[src/rtl/mips_multicycle_ctrl.sv]
// Multicycle MIPS control FSM: sequences fetch/decode/execute/memory/writeback,
// with a memory-ready timeout, an illegal-instruction trap and a retire counter.
module mips_multicycle_ctrl #(
    parameter int MEM_TIMEOUT = 15,
    parameter int CNT_W       = 16
) (
    input  logic             clk,
    input  logic             reset,
    input  logic             run,
    input  logic [5:0]       opcode,
    input  logic [5:0]       func,
    input  logic             Zero,
    input  logic             mem_ready,
    output logic             PCWrite,
    output logic             IRWrite,
    output logic             PCSrc,
    output logic             RegDst,
    output logic             ALUSrc,
    output logic             MemToReg,
    output logic             regWrite,
    output logic             MemWrite,
    output logic             MemRead,
    output logic [2:0]       ALUOp,
    output logic             instr_done,
    output logic             trap,
    output logic [1:0]       trap_cause,
    output logic [CNT_W-1:0] instr_count,
    output logic [3:0]       o_dbg_state
);

    typedef enum logic [3:0] {
        S_IDLE   = 4'd0,
        S_FETCH  = 4'd1,
        S_DECODE = 4'd2,
        S_EXEC_R = 4'd3,
        S_WB_R   = 4'd4,
        S_EXEC_I = 4'd5,
        S_WB_I   = 4'd6,
        S_ADDR   = 4'd7,
        S_MEM_RD = 4'd8,
        S_WB_LW  = 4'd9,
        S_MEM_WR = 4'd10,
        S_BRANCH = 4'd11,
        S_TRAP   = 4'd12
    } state_t;

    localparam logic [5:0] OP_R    = 6'b000000;
    localparam logic [5:0] OP_LW   = 6'b100011;
    localparam logic [5:0] OP_SW   = 6'b101011;
    localparam logic [5:0] OP_BEQ  = 6'b000100;
    localparam logic [5:0] OP_ADDI = 6'b001000;
    localparam logic [7:0] WAIT_LAST = 8'(MEM_TIMEOUT - 1);

    state_t           r_state;
    state_t           w_next;
    logic [5:0]       r_opc_q;
    logic [5:0]       r_func_q;
    logic [7:0]       r_wait;
    logic [1:0]       r_trap_cause;
    logic [CNT_W-1:0] r_instr_count;
    logic             w_retire;
    logic             w_set_cause;
    logic [1:0]       w_cause_d;
    logic [3:0]       w_dec_live;
    logic [3:0]       w_dec_q;

    // Returns {legal, ALUOp} for an R-type function field.
    function automatic logic [3:0] dec_func(input logic [5:0] f);
        case (f)
            6'b100000: dec_func = 4'b1_000;
            6'b100010: dec_func = 4'b1_001;
            6'b100100: dec_func = 4'b1_010;
            6'b100101: dec_func = 4'b1_011;
            6'b101010: dec_func = 4'b1_100;
            default:   dec_func = 4'b0_000;
        endcase
    endfunction

    assign w_dec_live = dec_func(func);
    assign w_dec_q    = dec_func(r_func_q);

    always_ff @(posedge clk or negedge reset) begin
        if (!reset) begin
            r_state       <= S_IDLE;
            r_opc_q       <= '0;
            r_func_q      <= '0;
            r_wait        <= '0;
            r_trap_cause  <= '0;
            r_instr_count <= '0;
        end else begin
            r_state <= w_next;
            if (r_state == S_DECODE) begin
                r_opc_q  <= opcode;
                r_func_q <= func;
            end
            if (r_state == S_ADDR)
                r_wait <= '0;
            else if ((r_state == S_MEM_RD || r_state == S_MEM_WR) && !mem_ready)
                r_wait <= r_wait + 8'd1;
            if (w_set_cause)
                r_trap_cause <= w_cause_d;
            if (w_retire)
                r_instr_count <= r_instr_count + 1'b1;
        end
    end

    always_comb begin
        w_next      = r_state;
        w_retire    = 1'b0;
        w_set_cause = 1'b0;
        w_cause_d   = 2'b00;
        PCWrite     = 1'b0;
        IRWrite     = 1'b0;
        PCSrc       = 1'b0;
        RegDst      = 1'b0;
        ALUSrc      = 1'b0;
        MemToReg    = 1'b0;
        regWrite    = 1'b0;
        MemWrite    = 1'b0;
        MemRead     = 1'b0;
        ALUOp       = 3'b000;
        trap        = 1'b0;
        case (r_state)
            S_IDLE:   if (run) w_next = S_FETCH;
            S_FETCH: begin
                IRWrite = 1'b1;
                PCWrite = 1'b1;
                w_next  = S_DECODE;
            end
            // Dispatch uses the live fields; they are latched on this same edge.
            S_DECODE: begin
                case (opcode)
                    OP_R: begin
                        if (w_dec_live[3]) begin
                            w_next = S_EXEC_R;
                        end else begin
                            w_next      = S_TRAP;
                            w_set_cause = 1'b1;
                            w_cause_d   = 2'b10;
                        end
                    end
                    OP_LW, OP_SW: w_next = S_ADDR;
                    OP_BEQ:       w_next = S_BRANCH;
                    OP_ADDI:      w_next = S_EXEC_I;
                    default: begin
                        w_next      = S_TRAP;
                        w_set_cause = 1'b1;
                        w_cause_d   = 2'b01;
                    end
                endcase
            end
            S_EXEC_R: begin
                ALUOp  = w_dec_q[2:0];
                w_next = S_WB_R;
            end
            S_WB_R: begin
                ALUOp    = w_dec_q[2:0];
                RegDst   = 1'b1;
                regWrite = 1'b1;
                w_retire = 1'b1;
            end
            S_EXEC_I: begin
                ALUSrc = 1'b1;
                w_next = S_WB_I;
            end
            S_WB_I: begin
                ALUSrc   = 1'b1;
                regWrite = 1'b1;
                w_retire = 1'b1;
            end
            S_ADDR: begin
                ALUSrc = 1'b1;
                w_next = (r_opc_q == OP_LW) ? S_MEM_RD : S_MEM_WR;
            end
            S_MEM_RD: begin
                ALUSrc  = 1'b1;
                MemRead = 1'b1;
                if (mem_ready) begin
                    w_next = S_WB_LW;
                end else if (r_wait == WAIT_LAST) begin
                    w_next      = S_TRAP;
                    w_set_cause = 1'b1;
                    w_cause_d   = 2'b11;
                end
            end
            S_WB_LW: begin
                ALUSrc   = 1'b1;
                MemToReg = 1'b1;
                regWrite = 1'b1;
                w_retire = 1'b1;
            end
            S_MEM_WR: begin
                ALUSrc   = 1'b1;
                MemWrite = 1'b1;
                if (mem_ready) begin
                    w_retire = 1'b1;
                end else if (r_wait == WAIT_LAST) begin
                    w_next      = S_TRAP;
                    w_set_cause = 1'b1;
                    w_cause_d   = 2'b11;
                end
            end
            S_BRANCH: begin
                ALUOp    = 3'b001;
                PCSrc    = 1'b1;
                PCWrite  = Zero;
                w_retire = 1'b1;
            end
            S_TRAP:   trap = 1'b1;
            default:  w_next = S_IDLE;
        endcase
        if (w_retire)
            w_next = run ? S_FETCH : S_IDLE;
    end

    assign instr_done  = w_retire;
    assign trap_cause  = r_trap_cause;
    assign instr_count = r_instr_count;
    assign o_dbg_state = r_state;

endmodule

[config.mk]
export PLATFORM = sky130hd
export DESIGN_NAME = mips_multicycle_ctrl
export DESIGN_NICKNAME = d
export VERILOG_FILES = /design/src/rtl/mips_multicycle_ctrl.sv
export SDC_FILE = /design/constraint.sdc
export NUM_CORES = 1
export LEC_CHECK = 0
export BUFFER_PORTS_ARGS = -buffer_cell sky130_fd_sc_hd__buf_2
export CORE_ASPECT_RATIO = 0.8
export CORE_MARGIN = 5
export CORE_UTILIZATION = 56
export CTS_BUF_LIST = sky130_fd_sc_hd__clkbuf_2
export DETAILED_ROUTE_END_ITERATION = 8
export PLACE_DENSITY = 0.8
export RECOVER_POWER = 100
export SLEW_MARGIN = 5
export SYNTH_ARGS = -nofsm -noshare
export SYNTH_HDL_FRONTEND = slang
export SYNTH_SLANG_ARGS = --single-unit
[constraint.sdc]
create_clock -name clk -period 2.3 [get_ports clk]
set_clock_uncertainty 0.05 [all_clocks]
set_input_delay 0.345 -clock clk [delete_from_list [all_inputs] [get_ports clk]]
set_output_delay 0.345 -clock clk [all_outputs]
set_load 0.1 [all_outputs]
======== Yosys cells after proc, flatten, opt, wreduce, memory -nomap -nowiden ========
Cells that the tools add are included.
W data, S select, Z words.
word-level totals
  register bits after elaboration ......... 42
  output and inout port bits .............. 36
  input bits .............................. 17
operators by class
  $add $sub $neg .......................... 2
  reduce and logical (&&, ||, !) cells .... 15
  equality and inequality tests ........... 31
  muxes and demuxes ....................... 37
operator list
  cell                     count
  $eq A6 B6 Y1 const B     13
  $pmux W4 S9              1
  $mux W4                  6
  $eq A4 B4 Y1 const B     5
  $pmux W4 S5              1
  $add A16 B1 Y16 const B  1
  $eq A4 B3 Y1 const B     4
  $mux W8                  2
  $pmux W4 S4              1
  $pmux W3 S5              1
  $mux W1                  14
  $add A8 B1 Y8 const B    1
  $eq A4 B2 Y1 const B     2
  $eq A8 B4 Y1 const B     1
  $mux W2                  4
  $pmux W1 S2              4
  $pmux W2 S2              2
  $reduce_or A4 Y1         2
  $eq A6 B3 Y1 const B     1
  $eq A6 B4 Y1 const B     1
  $logic_not A6 Y1         1
  $ne A3 B3 Y1 const B     2
  $pmux W3 S2              1
  $reduce_or A2 Y1         3
  other kinds (11)         11

======== Logic depth before layout (Yosys ltp) ========
Gate-level depths: netlist (run 1).
  depth after elaboration ................. 6
  mapped depth ............................ 7

======== Worst setup path before layout (run 1) ========
OpenSTA, ideal clock, no wires.
  kind .................................... reg2out
  start point ............................. register r_state[0] (netlist: o_dbg_state[0])
  end point ............................... output PCWrite
  data arrival time ....................... 4.382 ns
  path buffers ............................ 2
  stages on the path, launching flop included .. 6
  slack ................................... -2.477 ns
  path through ............................ dfrtp_1 -> buf_2 -> buf_2 -> nand2b_1 -> nor3_1 -> a21o_1
on the way
  cells in the longest elaborated chain, start to end .. 2
  elaborated cells between the ends (all ways) .. 3
  classes of those cells .................. eq/ne (2); mux (1)
ends and longest elaborated chain
  item                                                 RTL line  source
  from (decl)                                          54        state_t r_state;
  from (signal assigned)                               91        r_state <= w_next;
  $eq A4 B4 Y1 / $eq A4 B1 Y1 (equally long branches)  123       case (r_state)
  $pmux W1 S2 (*)                                      123
  to (decl)                                            14        output logic PCWrite,
Every way passes the cells marked *; elsewhere a longest branch is shown, timed or not.

======== Worst setup path in the final report (run 1) ========
  start point ............................. register r_state[2] (netlist: o_dbg_state[2])
  end point ............................... output ALUOp[0]
on the way
  cells in the longest elaborated chain, start to end .. 3
  elaborated cells between the ends (all ways) .. 5
  classes of those cells .................. eq/ne (3); mux (1); reduce/logical (1)
ends and longest elaborated chain
  item                                                 RTL line  source
  $eq A4 B3 Y1 / $eq A4 B2 Y1 (equally long branches)  123
  $reduce_or A2 Y1 (no line)                           n/a
  $pmux W3 S2 (*)                                      123
  to (decl)                                            23        output logic [2:0] ALUOp,
Marked as above.

==> results.tsv, run 1 <==
metric	value	unit
unrepaired setup endpoints after global routing	yes	
power per cell area	1357	mW/mm^2
Crit. End Element	output pin	
Longest Clk Path Bufs	2	
Net Count, Synth	263	
Initial Utilization	59.09	%
residual DRC count	0	
hpwl dp	4061	um
die footprint	0.005450	sq mm
Core Area	0.003854	sq mm
# IOs	53	
row count	20	
# diodes	0	
DIE HEIGHT	67.04	um
Sink Count	42	
Num CTS Buffers	5	
largest net degree at the start of global routing	23	
Die W	81.30	um
ANT nets after route	0	
Total Routing Usage GR	22.25	%
DP Area	0.002910	sq mm
pre-CTS setup slack	0.05636	ns
synth top area cells	dfrtp_1 (46%), nand2_1 (6.4%), xnor2_1 (4.2%), xor2_1 (4.2%), nor2_1 (3.3%)	
Hold Fails Final Rpt	0	
number of setup violations in the final report	5	
Distinct cells, synth	47	
P&R area growth vs syn	35.66	%
post-route design area	0.003089	sq mm
final worst slack	-0.3343	ns
Synth top cells by count	dfrtp_1 (42), nand2_1 (39), nor2_1 (20)	
Critical Path RT	1.90	ns
GR Overflow Total	0	
drt wl/cell	15.87	um
Synth top area share	46.15	%
WL final	5777	um
most common cell in the netlist	dfrtp_1	
internal power	0.001937	W
switching pwr	0.002256	W
# nets final	328	
worst-margin pin slew	1.225	ns
#FFs+latches synth	42	
Critical Path Fanout Max	3	
FMAX	379.6	MHz
Sequential Power Share	27.5	%
type of origin of the critical path	flop	
Sw Share	53.81	%
synth warn	0	
Post-synth ARST share	100.0	%
clk_lat worst skew	0.40	ns
CTS tree	built	
GP Congestion	0.8958	
starting DRC count in detailed routing	225	
max-cap viol count	0	
first-pass GRT wire length	9183	um
number of synthesized flops with an enable pin	0	
Relative slew margins	18.34	%
Hold WC Path Type	input port to flop	
WS Path Type	flop to output pin	
Worst-path clk slew	0.20	ns
drt pass-1 iters	4	
IR drop worst, VDD	0.001236	V
Mapped Area	0.002277	sq mm
register area share after synthesis	46.15	%
Syn Area/Cell	9.371	sq um
Cells after DPL	350	
number of global-route vias before repair	1987	
final hold slack	0.08432	ns
H-tree depth	2	
DR vias/cell	5.698	
Final Critical Period	2.634	ns
crit share post-route	114.5	%
ys flop type	dfrtp_1	
Comb pwr share	62.4	%
initial antenna violation count	0	
DR vias	2074	
crit path DAT	2.24	ns
cell taking the most area after synthesis	dfrtp_1	
outcome	complete, but fails checks	
failing checks	negative setup slack	
Pleak	1.444	nW
Slew Limit Fails	0	
Synth Instances	243	
Port Buf Inserts	52	
Clk network pwr share	10.0	%
Root Driver	clkbuf_2	
final std cells w/o fill	364	
layout cells sized above 1	34.30	%
[path summary, 6_finish.rpt]
check | start | end | slack (ns) | depth (start not counted)
worst max-delay path | o_dbg_state[2]$_DFFE_PN0P_ | ALUOp[0] | -0.33 | 5
worst min-delay path | func[0] | r_func_q[0]$_DFFE_PN0P_ | 0.08 | 3
worst max register to register | o_dbg_state[0]$_DFFE_PN0P_ | r_wait[7]$_DFFE_PN0P_ | 0.17 | 7
worst min register to register | instr_count[15]$_DFFE_PN0P_ | instr_count[15]$_DFFE_PN0P_ | 0.44 | 1
max in group asynchronous | reset | r_wait[4]$_DFFE_PN0P_ | 0.45 | 3
min in group asynchronous | reset | trap_cause[1]$_DFFE_PN0P_ | 0.64 | 2
[state kept, by name, indices dropped and copies added (netlist names)]
signal / flops
r_opc_q: 6
o_dbg_state: 4
instr_count: 16
trap_cause: 2
r_wait: 8
r_func_q: 6
[metal layers]
metal	up-vias	part of all wire [%]	global-route usage (%)
met1	984	43	29.15
met5	-	0	0
met3	18	7.1	4.595
met4	0	1.8	8.228
li1	973	-	-
met2	99	48	36.18
[power groups by stage]
stage | Sequential (W) | Combinational [W] | Clock [W]
final | 0.00115 | 0.00262 | 0.000421
after global routing | 0.00119 | 0.00275 | 0.000458
after CTS | 0.00115 | 0.00260 | 0.000429
after detailed placement | 0.00118 | 0.00242 | 0
after global placement | 0.00117 | 0.00239 | 0
after floorplan | 0.00168 | 0.00135 | 0
[critical path, stage by stage, from the launching register on]
cell	delay, ns
dfrtp_4	0.55
nor2b_2	0.18
a21oi_1	0.09
or4b_4	0.54
o32ai_4	0.26
buf_12	0.21
[layout make-up]
| class | instances | area (sq um) |
|---|---|---|
| fill | 244 | 764.5 |
| tap | 55 | 68.82 |
| multi-input combinational | 182 | 1265 |
| timing repair buffer | 69 | 596.8 |
| clock buffer | 5 | 25.02 |
| sequential | 42 | 1064 |
| clock inverter | 3 | 40.04 |
| inverter | 8 | 30.03 |
[placed cells by master, fill, tap and decap left out, types with 3 or more instances in the layout]
| cell | count |
|---|---|
| a21oi_1 | 6 |
| and3_1 | 3 |
| and4_1 | 3 |
| buf_12 | 14 |
| buf_2 | 31 |
| buf_4 | 11 |
| clkbuf_1 | 3 |
| clkbuf_2 | 12 |
| dfrtp_1 | 38 |
| dfrtp_4 | 3 |
| ha_1 | 3 |
| inv_1 | 8 |
| nand2_1 | 38 |
| nand2b_1 | 5 |
| nand2b_4 | 3 |
| nand3_1 | 14 |
| nand4_1 | 5 |
| nor2_1 | 16 |
| nor3_2 | 5 |
| o21ai_0 | 6 |
| o21ai_1 | 5 |
| xnor2_1 | 11 |
| xor2_1 | 11 |
[metrics by stage]
stage                     util, %  total power (W)  TNS, ns
after floorplan                 -         0.003029   -5.010
after global placement      75.52         0.003555        0
after detailed placement    75.52         0.003605        0
after CTS                   80.42         0.004173  -0.9261
after global routing        80.16         0.004398   -1.688
final                       80.16         0.004193   -1.227
[timing repair]
action / 4_1_cts / 5_1_grt
resized for setup: 20 / 9
hold endpoints to repair: 21 / 0
hold buffers: 1 / 0
gates cloned: 0 / 0
setup buffers: 6 / 0
pin swaps: 4 / 1
setup endpoints to repair: 11 / 12
[kinds of logic (layout without fill, tap and decap cells)]
kind of cell             after synthesis  in the layout  synth area share [%]
AND/OR/NAND/NOR                      121            121                 28.08
AO/OA/AOI/OAI                         33             33                 10.28
flip-flops                            42             42                 46.15
XOR/XNOR                              22             22                 8.461
adder cells (fa/ha/maj)                3              3                 1.649
buffers and inverters                 19             85                 3.956
multiplexers                           3              3                 1.429
Power figures use the tool's default switching activity.
==> run 2, diff against run 1 <==
--- a/config.mk
+++ b/config.mk
@@ -5,13 +5,14 @@
 export SDC_FILE = /design/constraint.sdc
 export NUM_CORES = 1
 export LEC_CHECK = 0
+export ABC_CLOCK_PERIOD_IN_PS = 2350
 export BUFFER_PORTS_ARGS = -buffer_cell sky130_fd_sc_hd__buf_2
 export CORE_ASPECT_RATIO = 0.8
 export CORE_MARGIN = 5
-export CORE_UTILIZATION = 56
+export CORE_UTILIZATION = 50
 export CTS_BUF_LIST = sky130_fd_sc_hd__clkbuf_2
 export DETAILED_ROUTE_END_ITERATION = 8
-export PLACE_DENSITY = 0.8
+export PLACE_DENSITY = 0.75
 export RECOVER_POWER = 100
 export SLEW_MARGIN = 5
 export SYNTH_ARGS = -nofsm -noshare
==> constraint.sdc (replaced) <==
create_clock -name clk -period 2.35 [get_ports clk]
set_clock_uncertainty 0.05 [all_clocks]
set_input_delay 0.3525 -clock clk [delete_from_list [all_inputs] [get_ports clk]]
set_output_delay 0.3525 -clock clk [all_outputs]
set_load 0.1 [all_outputs]
==> run 2 against run 1 <==
Against the previous run:
- the flow still finishes with violations (negative setup slack)
- critical path depth unchanged
- final cell count rose by 2.5%
- global-route usage down 3.4 points
- sequential power about the same
- die area is 10% higher
- largest power group unchanged
==> results.tsv, run 2 (synthesized netlist as in run 1, its figures left out) <==
metric	value	unit
# diodes	0	
hold path endpoint	r_func_q[0]$_DFFE_PN0P_	
Reg-to-Reg Start	o_dbg_state[2]$_DFFE_PN0P_	
outcome	complete, but fails checks	
residual DRC count	0	
layout cells sized above 1	35.14	%
Cells after DPL	357	
Sequential Power Share	27.3	%
P&R area growth vs syn	37.25	%
max FFs per register	16	
Comb pwr share	60.1	%
Total Routing Usage GR	18.83	%
Root Driver	clkbuf_2	
Final Critical Period	2.593	ns
final std cells w/o fill	373	
Reg2Reg Capture Point	r_wait[6]$_DFFE_PN0P_	
largest net degree at the start of global routing	43	
IR drop worst, VDD	0.001563	V
Hold Fails Final Rpt	0	
number of global-route vias before repair	2011	
GP Congestion	0.8181	
first-pass GRT wire length	9135	um
clk_lat worst skew	0.40	ns
failing checks	negative setup slack	
crit path DAT	2.19	ns
Hold WC Path Type	input port to flop	
Clk network pwr share	12.6	%
type of origin of the critical path	flop	
DIE HEIGHT	70.36	um
Die W	85.45	um
Slew Limit Fails	0	
internal power	0.001991	W
flop2flop setup slack	0.28	ns
row count	22	
Core Area	0.004487	sq mm
max-cap viol count	0	
final core utilization	69.66	%
CTS tree	built	
drt pass-1 iters	5	
Relative slew margins	23.07	%
worst-margin pin slew	1.159	ns
R2R depth	7	
FMAX	385.7	MHz
initial antenna violation count	0	
# IOs	53	
number of setup violations in the final report	3	
switching pwr	0.002180	W
H-tree depth	2	
unrepaired setup endpoints after global routing	yes	
final worst slack	-0.2426	ns
die footprint	0.006012	sq mm
Critical Path RT	1.95	ns
Worst-path clk slew	0.21	ns
Initial Utilization	50.75	%
ANT nets after route	0	
Setup TNS Final	-0.6281	ns
power per cell area	1334	mW/mm^2
DR vias/cell	5.493	
Port Buf Inserts	52	
starting DRC count in detailed routing	207	
hold depth	3	
Critical Path Fanout Max	5	
WL final	5624	um
Sink Count	42	
DR vias	2049	
Crit. End Element	output pin	
drt wl/cell	15.08	um
Num CTS Buffers	5	
# nets final	332	
hpwl dp	4134	um
Longest Clk Path Bufs	2	
Pleak	1.476	nW
crit share post-route	110.3	%
WS Path Type	flop to output pin	
most frequent cells in the layout	nand2_1 (38), buf_2 (38), dfrtp_1 (38), nor2_1 (17), buf_4 (17)	
GR Overflow Total	0	
hold path start	func[0]	
Sw Share	52.26	%
## run 2: cell count changes in the layout (fill, tap and decap cells not counted), sizes merged
| cell | previous run | this run |
|---|---|---|
| buf | 58 | 70 |
| clkbuf | 15 | 7 |
| clkinv | 2 | 1 |
| bufinv | 1 | 2 |
## run 2: timing repair
item,in CTS,in global routing
hold endpoints to repair,42,0
pin swaps,3,3
hold buffers,1,0
setup endpoints to repair,12,11
buffers inserted,6,2
gates resized for setup,6,14
## run 2: worst max path at each step
stage | start | endpoint | slack (ns) | depth (start not counted)
floorplan | o_dbg_state[2]$_DFFE_PN0P_ | ALUOp[2] | -0.60 | 5
global placement | o_dbg_state[2]$_DFFE_PN0P_ | ALUOp[0] | 0.15 | 5
detailed placement | o_dbg_state[2]$_DFFE_PN0P_ | ALUOp[0] | 0.1 | 5
CTS | o_dbg_state[1]$_DFFE_PN0P_ | ALUOp[0] | -0.26 | 5
global route | o_dbg_state[0]$_DFFE_PN0P_ | ALUOp[0] | -0.35 | 5
finish | o_dbg_state[1]$_DFFE_PN0P_ | ALUOp[0] | -0.24 | 5
## run 2: area by class of cell
| cell class | count | area, sq um |
|---|---|---|
| fillers | 338 | 1361 |
| clock inverters | 3 | 63.81 |
| inverters | 8 | 30.03 |
| multi-input cells | 182 | 1262 |
| repair buffers | 73 | 605.6 |
| flip-flops and latches | 42 | 1064 |
| well taps | 60 | 75.07 |
| clock buffers | 5 | 25.02 |
## run 2: per-stage QoR
stage                     area (sq um)  total power [W]  setup WS, ns  hold slack, ns
final                             3126         0.004170       -0.2426         0.09785
after detailed placement          2912         0.003487       0.09983          0.3982
after CTS                         3065         0.004069       -0.2575         0.08422
after global routing              3126         0.004392       -0.3538         0.05480
after global placement            2912         0.003451        0.1520          0.4005
after floorplan                   2400         0.002958       -0.6038        0.006909
## run 2: routing by layer
| layer | global-route usage [%] | up-vias | wire [um] |
|---|---|---|---|
| met5 | 0 | - | 0 |
| met2 | 30.60 | 81 | 2693 |
| li1 | - | 983 | - |
| met3 | 4.481 | 11 | 377 |
| met1 | 24.94 | 974 | 2489 |
| met4 | 5.448 | 0 | 64 |
## run 2: critical path: stages (launching register included)
cell and delay, ns:
dfrtp_4 0.55, nor3b_2 0.15, a21oi_1 0.06, or4b_4 0.54
o32ai_4 0.27, buf_12 0.21
## run 2: power groups by stage
stage	Clock [W]	Combinational (W)	Sequential [W]
floorplan	0	0.00132	0.00164
CTS	0.000523	0.00241	0.00113
global placement	0	0.00230	0.00115
global route	0.000564	0.00265	0.00117
finish	0.000525	0.00250	0.00114
detailed placement	0	0.00233	0.00116
==> run 3, diff against run 2 <==
--- a/config.mk
+++ b/config.mk
@@ -5,11 +5,12 @@
 export SDC_FILE = /design/constraint.sdc
 export NUM_CORES = 1
 export LEC_CHECK = 0
+export ABC_AREA = 1
 export ABC_CLOCK_PERIOD_IN_PS = 2350
 export BUFFER_PORTS_ARGS = -buffer_cell sky130_fd_sc_hd__buf_2
 export CORE_ASPECT_RATIO = 0.8
 export CORE_MARGIN = 5
-export CORE_UTILIZATION = 50
+export CORE_UTILIZATION = 51
 export CTS_BUF_LIST = sky130_fd_sc_hd__clkbuf_2
 export DETAILED_ROUTE_END_ITERATION = 8
 export PLACE_DENSITY = 0.75
==> run 3 against run 2 <==
Against the previous run:
- the flow now finishes without violations
- setup slack improved by 0.36 ns
- cell area down 2.7%
- count of clock-buffer cells in the layout rose by 1
- area after synthesis up 9.9%
- non-clock buffer count fell by 13
- die area increased by 6.7%
- global-route usage grew 0.74 points
- final cell count grew 28%
- clock power decreased by 42%
- critical endpoint is now MemToReg
- largest cell class unchanged
==> results.tsv, run 3 <==
metric	value	unit
synth warn	0	
Clk network pwr share	8.1	%
pre-CTS setup slack	0.3250	ns
worst-path cell chain	inv_1 > nand2_1 > nor2_4 > buf_2	
flop2flop setup slack	0.41	ns
#FFs+latches synth	42	
max FFs per register	16	
DIE HEIGHT	72.65	um
CP peak stage delay	0.55	ns
Sink Count	42	
Syn Area/Cell	7.069	sq um
Sequential Power Share	30.3	%
H-tree depth	2	
most common cell in the netlist	nand2_1	
Die W	88.32	um
cell taking the most area after synthesis	dfrtp_1	
Filler cells	444	
largest family of logic cells by synthesized area	simple AND/OR/NAND/NOR gates	
Simple-Gate Fraction of Synth Area	34.90	%
Pleak	1.546	nW
type of origin of the critical path	flop	
DR vias	2454	
Post-Synth Adder-Cell Area	1.500	%
register area share after synthesis	42.00	%
first-pass GRT wire length	9963	um
largest net degree at the start of global routing	27	
number of synthesized flops with an enable pin	0	
residual DRC count	0	
final core utilization	65.00	%
drt wl/cell	12.56	um
CP max-delay cell	dfrtp_4	
internal power	0.001518	W
Synth top area share	42.00	%
most common cell after layout, fill and taps aside	nand2_1	
Hold Fails Final Rpt	0	
# diodes	0	
row count	22	
WL final	6002	um
P&R area growth vs syn	21.55	%
number of setup violations in the final report	0	
crit path DAT	1.83	ns
Hold WC Path Type	input port to flop	
die footprint	0.006416	sq mm
CTS tree	built	
Sw Share	60.08	%
Reg2Reg Capture Point	instr_count[7]$_DFFE_PN0P_	
final hold slack	0.1112	ns
Total Routing Usage GR	19.57	%
top sig layer	met4	
Port Buf Inserts	52	
FMAX	448.1	MHz
outcome	finished, final reports clean	
synth top area cells	dfrtp_1 (42%), nand2_1 (17%), inv_1 (7.2%), nor2_1 (5.5%), nand3_1 (5.2%)	
drt pass-1 iters	4	
CP Capture Point	MemToReg	
Longest Clk Path Bufs	2	
ANT nets after route	0	
Mapped Area	0.002502	sq mm
final worst slack	0.1184	ns
Post-synth ARST share	100.0	%
layout cells sized above 1	22.01	%
XOR/XNOR share of the synthesized area	3.850	%
Distinct cells, synth	28	
hpwl dp	4570	um
met2 wire length	2568	um
power per cell area	1250	mW/mm^2
unrepaired setup endpoints after global routing	no	
Initial Utilization	53.48	%
# nets final	437	
Num CTS Buffers	5	
ys flop type	dfrtp_1	
Reg-to-Reg Start	o_dbg_state[0]$_DFFE_PN0P_	
Compound-Gate Fraction of Synth Area	8.550	%
GP Congestion	0.8953	
initial antenna violation count	0	
Synth Instances	354	
mux cell area share after synthesis	0	%
starting DRC count in detailed routing	167	
DR vias/cell	5.134	
met1 WL	3009	um
most frequent cells in the layout	nand2_1 (110), inv_1 (44), dfrtp_1 (38), clkbuf_2 (34), nor2_1 (29)	
Core Area	0.004679	sq mm
Cells after DPL	467	
clk_lat worst skew	0.41	ns
Root Driver	clkbuf_2	
Crit. End Element	output pin	
routed wl met3	353	um
Critical Path RT	1.95	ns
crit share post-route	94.96	%
Synth top cells by count	nand2_1 (110), inv_1 (48), dfrtp_1 (42)	
DP Area	0.002969	sq mm
Net Count, Synth	374	
max-cap viol count	0	
IR drop worst, VDD	0.001177	V
final std cells w/o fill	478	
number of global-route vias before repair	2193	
Worst-path clk slew	0.18	ns
R2R depth	9	
# IOs	53	
GR Overflow Total	0	
Critical Path Fanout Max	6	
CP startpoint	o_dbg_state[1]$_DFFE_PN0P_	
worst-margin pin slew	1.442	ns
post-route design area	0.003042	sq mm
switching pwr	0.002285	W
Comb pwr share	61.7	%
WS Path Type	flop to output pin	
Relative slew margins	3.843	%
Final Critical Period	2.232	ns
Slew Limit Fails	0	
## run 3: cell count changes after synthesis, sizes merged, moves of 4 or more
cell    change
nor2       +19
o21ai      +11
and3        -4
nor3        +7
nand3      +14
inv        +45
buf         -5
xnor2       -8
nand2      +75
nand2b      -9
## run 3: worst min path at each step
stage	start	end	slack, ns	cells after the start
finish	func[0]	r_func_q[0]$_DFFE_PN0P_	0.11	3
global route	func[4]	r_func_q[4]$_DFFE_PN0P_	0.08	3
CTS	func[0]	r_func_q[0]$_DFFE_PN0P_	0.1	3
detailed placement	reset	r_func_q[2]$_DFFE_PN0P_	0.28	2
global placement	reset	r_func_q[1]$_DFFE_PN0P_	0.28	2
floorplan	reset	instr_count[0]$_DFFE_PN0P_	0.007	0
## run 3: kinds of logic (layout without fill, tap and decap cells)
| logic type | Yosys count | after routing |
|---|---|---|
| AOI/OAI and AO/OA | 37 | 37 |
| xor gates and xnor gates | 11 | 11 |
| adders and majority gates | 3 | 3 |
| buffers and inverters | 57 | 121 |
| DFF | 42 | 42 |
| and+or+nand+nor | 204 | 204 |
## run 3: repair_timing
item / CTS / global route
hold buffers: 1 / 0
pin swaps: 1 / 2
hold endpoints to repair: 42 / 0
resized for setup: 6 / 15
setup endpoints to repair: 5 / 5
setup buffers: 1 / 1
## run 3: critical path: cells and delay by family (launching register included)
kind	cells	cell delay, ns
buffers and inverters	2	0.54
flip-flops	1	0.55
AND/OR/NAND/NOR	2	0.35
## run 3: per-stage QoR
step,power (W),setup TNS (ns)
6_report,0.003803,0
5_1_grt,0.004034,0
3_5_place_dp,0.003489,0
3_3_place_gp,0.003454,0
4_1_cts,0.003818,0
2_1_floorplan,0.003052,-0.4829
## run 3: area by class of cell
class,count,area [sq um],area share (%)
Clock buffer,6,30.03,0.9872
Tap cell,60,75.07,2.468
Timing Repair Buffer,60,360.3,11.85
Sequential cell,42,1066,35.05
Multi-Input combinational cell,255,1294,42.53
Clock inverter,2,8.758,0.2879
Inverter,53,207.7,6.828
## run 3: power groups by stage
stage	Clock [W]	Sequential, W	Combinational (W)
3_5_place_dp	0	0.00115	0.00234
2_1_floorplan	0	0.00179	0.00126
3_3_place_gp	0	0.00114	0.00231
6_report	0.000307	0.00115	0.00234
4_1_cts	0.000315	0.00114	0.00237
5_1_grt	0.000342	0.00118	0.00251
## run 3: routing by layer
metal	track usage, %	up-vias
met1	29.54	1135
met2	28.71	63
li1	-	1246
met5	0	-
met4	4.362	0
met3	4.289	10
